<file path="src/rtl/mc_ctrl_unit.sv">
// mc_ctrl_unit: multi-cycle MIPS control FSM with mem_ready handshake, wait timeout and retire counter.
// Optional addi support is enabled by defining MC_CTRL_ADDI_EN.
module mc_ctrl_unit #(
   parameter int TIMEOUT = 16,
   parameter int CNT_W   = 32
) (
   input  logic             clk,
   input  logic             rst,
   input  logic [5:0]       opcode,
   input  logic             mem_ready,
   output logic             pc_write,
   output logic             pc_write_cond,
   output logic             i_or_d,
   output logic             mem_read,
   output logic             mem_write,
   output logic             ir_write,
   output logic             mem_to_reg,
   output logic             reg_dst,
   output logic             reg_write,
   output logic             alu_src_a,
   output logic [1:0]       alu_src_b,
   output logic [1:0]       alu_op,
   output logic [1:0]       pc_source,
   output logic [3:0]       state,
   output logic             fault,
   output logic [CNT_W-1:0] retired
);
   localparam int WW = (TIMEOUT > 0) ? $clog2(TIMEOUT + 1) : 1;
   localparam logic [3:0] FETCH = 4'd0, DECODE = 4'd1, MEM_ADDR = 4'd2, MEM_RD = 4'd3, MEM_WB = 4'd4,
                          MEM_WR = 4'd5, EXEC = 4'd6, R_WB = 4'd7, BRANCH = 4'd8, JUMP = 4'd9, HALT = 4'd15;
`ifdef MC_CTRL_ADDI_EN
   localparam logic [3:0] ADDI_EX = 4'd10, ADDI_WB = 4'd11;
`endif
   logic [3:0]    nxt;
   logic [WW-1:0] wcnt;
   logic          waiting, tmo;
   assign waiting = (state == FETCH || state == MEM_RD || state == MEM_WR) && !mem_ready;
   assign tmo     = (TIMEOUT != 0) && waiting && (wcnt == WW'(TIMEOUT - 1));
   always_ff @(posedge clk or negedge rst)
      if (!rst) state <= FETCH;
      else state <= nxt;
   always_comb begin
      nxt = HALT;
      case (state)
         FETCH:    nxt = mem_ready ? DECODE : tmo ? HALT : FETCH;
         DECODE:
            case (opcode)
               6'b000000:           nxt = EXEC;
               6'b100011, 6'b101011: nxt = MEM_ADDR;
               6'b000100:           nxt = BRANCH;
               6'b000010:           nxt = JUMP;
`ifdef MC_CTRL_ADDI_EN
               6'b001000:           nxt = ADDI_EX;
`endif
               default:             nxt = HALT;
            endcase
         // lw (100011) and sw (101011) differ only in opcode bit 3
         MEM_ADDR: nxt = opcode[3] ? MEM_WR : MEM_RD;
         MEM_RD:   nxt = mem_ready ? MEM_WB : tmo ? HALT : MEM_RD;
         MEM_WR:   nxt = mem_ready ? FETCH : tmo ? HALT : MEM_WR;
         MEM_WB, R_WB, BRANCH, JUMP: nxt = FETCH;
         EXEC:     nxt = R_WB;
`ifdef MC_CTRL_ADDI_EN
         ADDI_EX:  nxt = ADDI_WB;
         ADDI_WB:  nxt = FETCH;
`endif
         default:  nxt = HALT;
      endcase
   end
   always_comb begin
      {pc_write, pc_write_cond, i_or_d, mem_read, mem_write, ir_write, mem_to_reg, reg_dst, reg_write, alu_src_a} = '0;
      alu_src_b = 2'b00;
      alu_op    = 2'b00;
      pc_source = 2'b00;
      case (state)
         FETCH: begin
            mem_read  = 1'b1;
            ir_write  = mem_ready;
            pc_write  = mem_ready;
            alu_src_b = 2'b01;
         end
         DECODE:   alu_src_b = 2'b11;
         MEM_ADDR: {alu_src_a, alu_src_b} = 3'b110;
         MEM_RD:   {mem_read, i_or_d} = 2'b11;
         MEM_WB:   {reg_write, mem_to_reg} = 2'b11;
         MEM_WR:   {mem_write, i_or_d} = 2'b11;
         EXEC:     {alu_src_a, alu_op} = 3'b110;
         R_WB:     {reg_write, reg_dst} = 2'b11;
         BRANCH:   {alu_src_a, alu_op, pc_write_cond, pc_source} = 6'b101101;
         JUMP:     {pc_write, pc_source} = 3'b110;
`ifdef MC_CTRL_ADDI_EN
         ADDI_EX:  {alu_src_a, alu_src_b} = 3'b110;
         ADDI_WB:  reg_write = 1'b1;
`endif
         default: ;
      endcase
   end
   always_ff @(posedge clk or negedge rst)
      if (!rst) begin
         fault   <= 1'b0;
         retired <= '0;
         wcnt    <= '0;
      end else begin
         fault   <= fault | (nxt == HALT);
         retired <= retired + CNT_W'(nxt == FETCH && state != FETCH);
         wcnt    <= (nxt != state) ? '0 : waiting ? wcnt + 1'b1 : wcnt;
      end
endmodule

</file>
<file path="config.mk">
export PLATFORM = sky130hd
export DESIGN_NAME = mc_ctrl_unit
export DESIGN_NICKNAME = d
export VERILOG_FILES = /design/src/rtl/mc_ctrl_unit.sv
export SDC_FILE = /design/constraint.sdc
export NUM_CORES = 1
export LEC_CHECK = 0
export ABC_AREA = 1
export BUFFER_PORTS_ARGS = -buffer_cell sky130_fd_sc_hd__buf_2
export CAP_MARGIN = 0
export CORE_UTILIZATION = 35
export DETAILED_ROUTE_END_ITERATION = 7
export GPL_TIMING_DRIVEN = 0
export PLACE_DENSITY = 0.57
export SYNTH_ARGS = -nofsm -noshare
export SYNTH_HDL_FRONTEND = slang
export SYNTH_SLANG_ARGS = --single-unit
</file>
<file path="constraint.sdc">
create_clock -name clk -period 4.2 [get_ports clk]
set_input_delay 0.84 -clock clk [delete_from_list [all_inputs] [get_ports clk]]
set_output_delay 0.84 -clock clk [all_outputs]
set_load 0.02 [all_outputs]
</file>
==> reports/results.tsv <==
metric	value	unit
Mean Syn Cell Area	8.58	µm²
area leader, netlist	dfrtp_1	
DR iter-0 viols	97	
fin crit period	3.53	ns
Die Y	87.0	µm
core area	6910	µm²
Tot Pwr	0.000744	W
post-route ant nets	0	
multiplexer share of the synthesized area	0	
# port buffers	61	
Yosys reg bits	42	
Max Cap Viol	0	
global-route wire length before repair	8.70	mm
Final setup viols	0	
HP Class	reg -> reg	
post-synthesis sequential area ratio	0.415	
CTS H-tree lvls	2	
Peak Freq	283	MHz
Top FF cell, synth	dfrtp_1	
top-count cell post-synth	nand2_1	
data required time of the critical path	4.42	ns
Post-route DRC	0	
Post-synth EDFFs	0	
remaining global-route overflow	0	
critical path data arrival time	3.75	ns
critical-path cell list	buf_2, nor2_1, nand3_1, nand2_1, o21ai_0, a21oi_2, nand3_2, nor4_1, ha_1, ha_1, inv_1, nor2_2, nand2_1, inv_2, nand4_1, nor2_1, nand2_1, nor3_2, xor2_1	
critical path launch point type	primary input	
post-CTS setup buffer count	0	
Crit. End Element	flip-flop	
largest family of logic cells by synthesized area	simple AND/OR/NAND/NOR gates	
worst hold start	fault	
die width	87.0	µm
PostCTS Resize Cnt	0	
Final Wtd Congestion	0.832	
crit path max fanout	3	
Gate Count Post-Synth	295	
Crit Reg-Reg Endpoint	retired[30]	
Max stage delay on crit path	0.27	ns
Hold Path End	fault	
unrepaired setup endpoints after global routing	false	
Global Route Usage Sum	0.147	
Reg2Reg Setup Slack	0.69	ns
post-synthesis xor/xnor area fraction	0.111	
top post-synthesis cells by area	dfrtp_1 42%, nand2_1 8.3%, xor2_1 6.2%	
clk root buf	clkbuf_8	
worst-skew pair later-pin latency	0.29	ns
Bufs on Longest Clock Path	2	
synth-to-layout area growth	21.0	%
CTS tree	yes	
WL/cell	11.3	µm
Crit Path Category	in -> reg	
Post-Route WL	5.18	mm
Ports	62	
Synth Warn #	0	
Post-Syn Area	2530	µm²
slew at the pin closest to its max-slew limit	0.942	ns
max-slew violation count	0	
Slowest cell on crit path	nor4_1	
Cell Pwr Density	243	nW/µm²
Yosys cell types	32	
number of global-route vias before repair	1821	
fin crit share	0.840	
DIE AREA	7570	µm²
share of the core filled with cells	0.443	
Min-Delay Path Depth	1	
Reg2Reg Depth	19	
site row count	30	
clock-pin slew on the worst setup and hold paths	0.08	ns
vias	2072	
reg2reg start	wcnt[0]	
syn_nets	308	
slew margin rel.	0.372	
clock skew	0.00536	ns
CTS Buf Count	5	
total iterations of the first detailed-routing run	4	
outcome	finished, final reports clean	
VDD IR max	0.000153	V
# diodes	0	
async set or reset register ratio after synthesis	1.00	
post-DP HPWL	3.94	mm
initial antenna violation count	0	
simple-gate area share of the yosys netlist	0.354	
Vias/cell	4.50	
final net count	376	
Synth top area share	0.415	
Filler cells	737	
top cells by count, synth	56 x nand2_1, 42 x dfrtp_1, 35 x inv_1	
Leak	1.71	nW
clock sink count	42	
hold buffers post-CTS	0	
endpoints failing hold	0	
Starting Density	0.366	
largest net degree at the start of global routing	43	
CP most frequent cell	nand2_1	
setup tns final	0	ns
Post-Synth Adder-Cell Area	0.0198	
layout cell share with drive strength beyond 1	0.319	
compound-cell area share of the yosys netlist	0.0292	
[worst max-delay path, delay by kind of cell]
kind / cells / cell delay [ns]
adders and majority gates: 2 / 0.47
buffers and inverters: 3 / 0.26
and+or+nand+nor: 11 / 1.72
xor gates and xnor gates: 1 / 0.16
AOI/OAI and AO/OA: 2 / 0.29
[layer usage]
layer,wire length (µm),GRT usage,vias to the layer above
met5,0,0,-
met4,63,0.0500,0
met3,213,0.0313,6
met2,2260,0.213,48
met1,2640,0.214,942
li1,-,-,1076
[area by class of cell]
type,instances,area (µm²),area share
clock buffer,7,76.3,0.0249
buffer,3,26.3,0.00858
clock inverter,1,30.0,0.00981
sequential,42,1050,0.343
multi-input combinational,209,1300,0.424
tap,96,120,0.0392
timing repair buffer,61,305,0.0997
inverter,41,154,0.0503
[registers in the layout, indices dropped and copies added (netlist names)]
signal   flops
fault        1
retired     32
state        4
wcnt         5
[stage by stage]
stage / area [µm²] / setup WS (ns) / hold slack [ns] / instances
floorplan: 2530 / 1.01 / 0.523 / 295
global placement: 2960 / 0.410 / 0.435 / 452
detailed placement: 2960 / 0.372 / 0.449 / 452
CTS: 3060 / 0.634 / 0.468 / 460
global route: 3060 / 0.332 / 0.486 / 460
finish: 3060 / 0.672 / 0.461 / 460
[logic make-up (layout without fill, tap and decap cells)]
logic type / after synthesis / in the layout
AND/OR/NAND/NOR: 162 / 162
flip-flops: 42 / 42
AO/OA/AOI/OAI: 11 / 11
adder cells (fa/ha/maj): 4 / 4
buffers and inverters: 44 / 113
XOR/XNOR: 32 / 32
[worst max path at each step]
stage                         start           to
after global placement    opcode[5]  retired[30]
after global routing      opcode[5]  retired[30]
after CTS                   wcnt[0]  retired[30]
after detailed placement  opcode[5]  retired[30]
final                     opcode[5]  retired[30]
after floorplan           opcode[5]  retired[28]
[power breakdown]
group          leakage [nW]  internal [W]   total, W  switching, W
Clock                0.0524      0.000178   0.000318      0.000140
Sequential            0.551      0.000404   0.000404   0.000000184
Combinational          1.11    0.00000558  0.0000219     0.0000163
Total                  1.71      0.000588   0.000744      0.000156
[cells in the final DEF, fill, tap and decap left out, drive strengths merged, types with 5 or more instances in the layout]
cell type,synthesis,layout
buf,3,64
clkbuf,0,7
dfrtp,42,42
inv,41,41
nand2,65,65
nand3,25,25
nand4,9,9
nor2,41,41
nor3,13,13
nor4,5,5
xnor2,14,14
xor2,18,18
(Power assumes the default switching activity.)
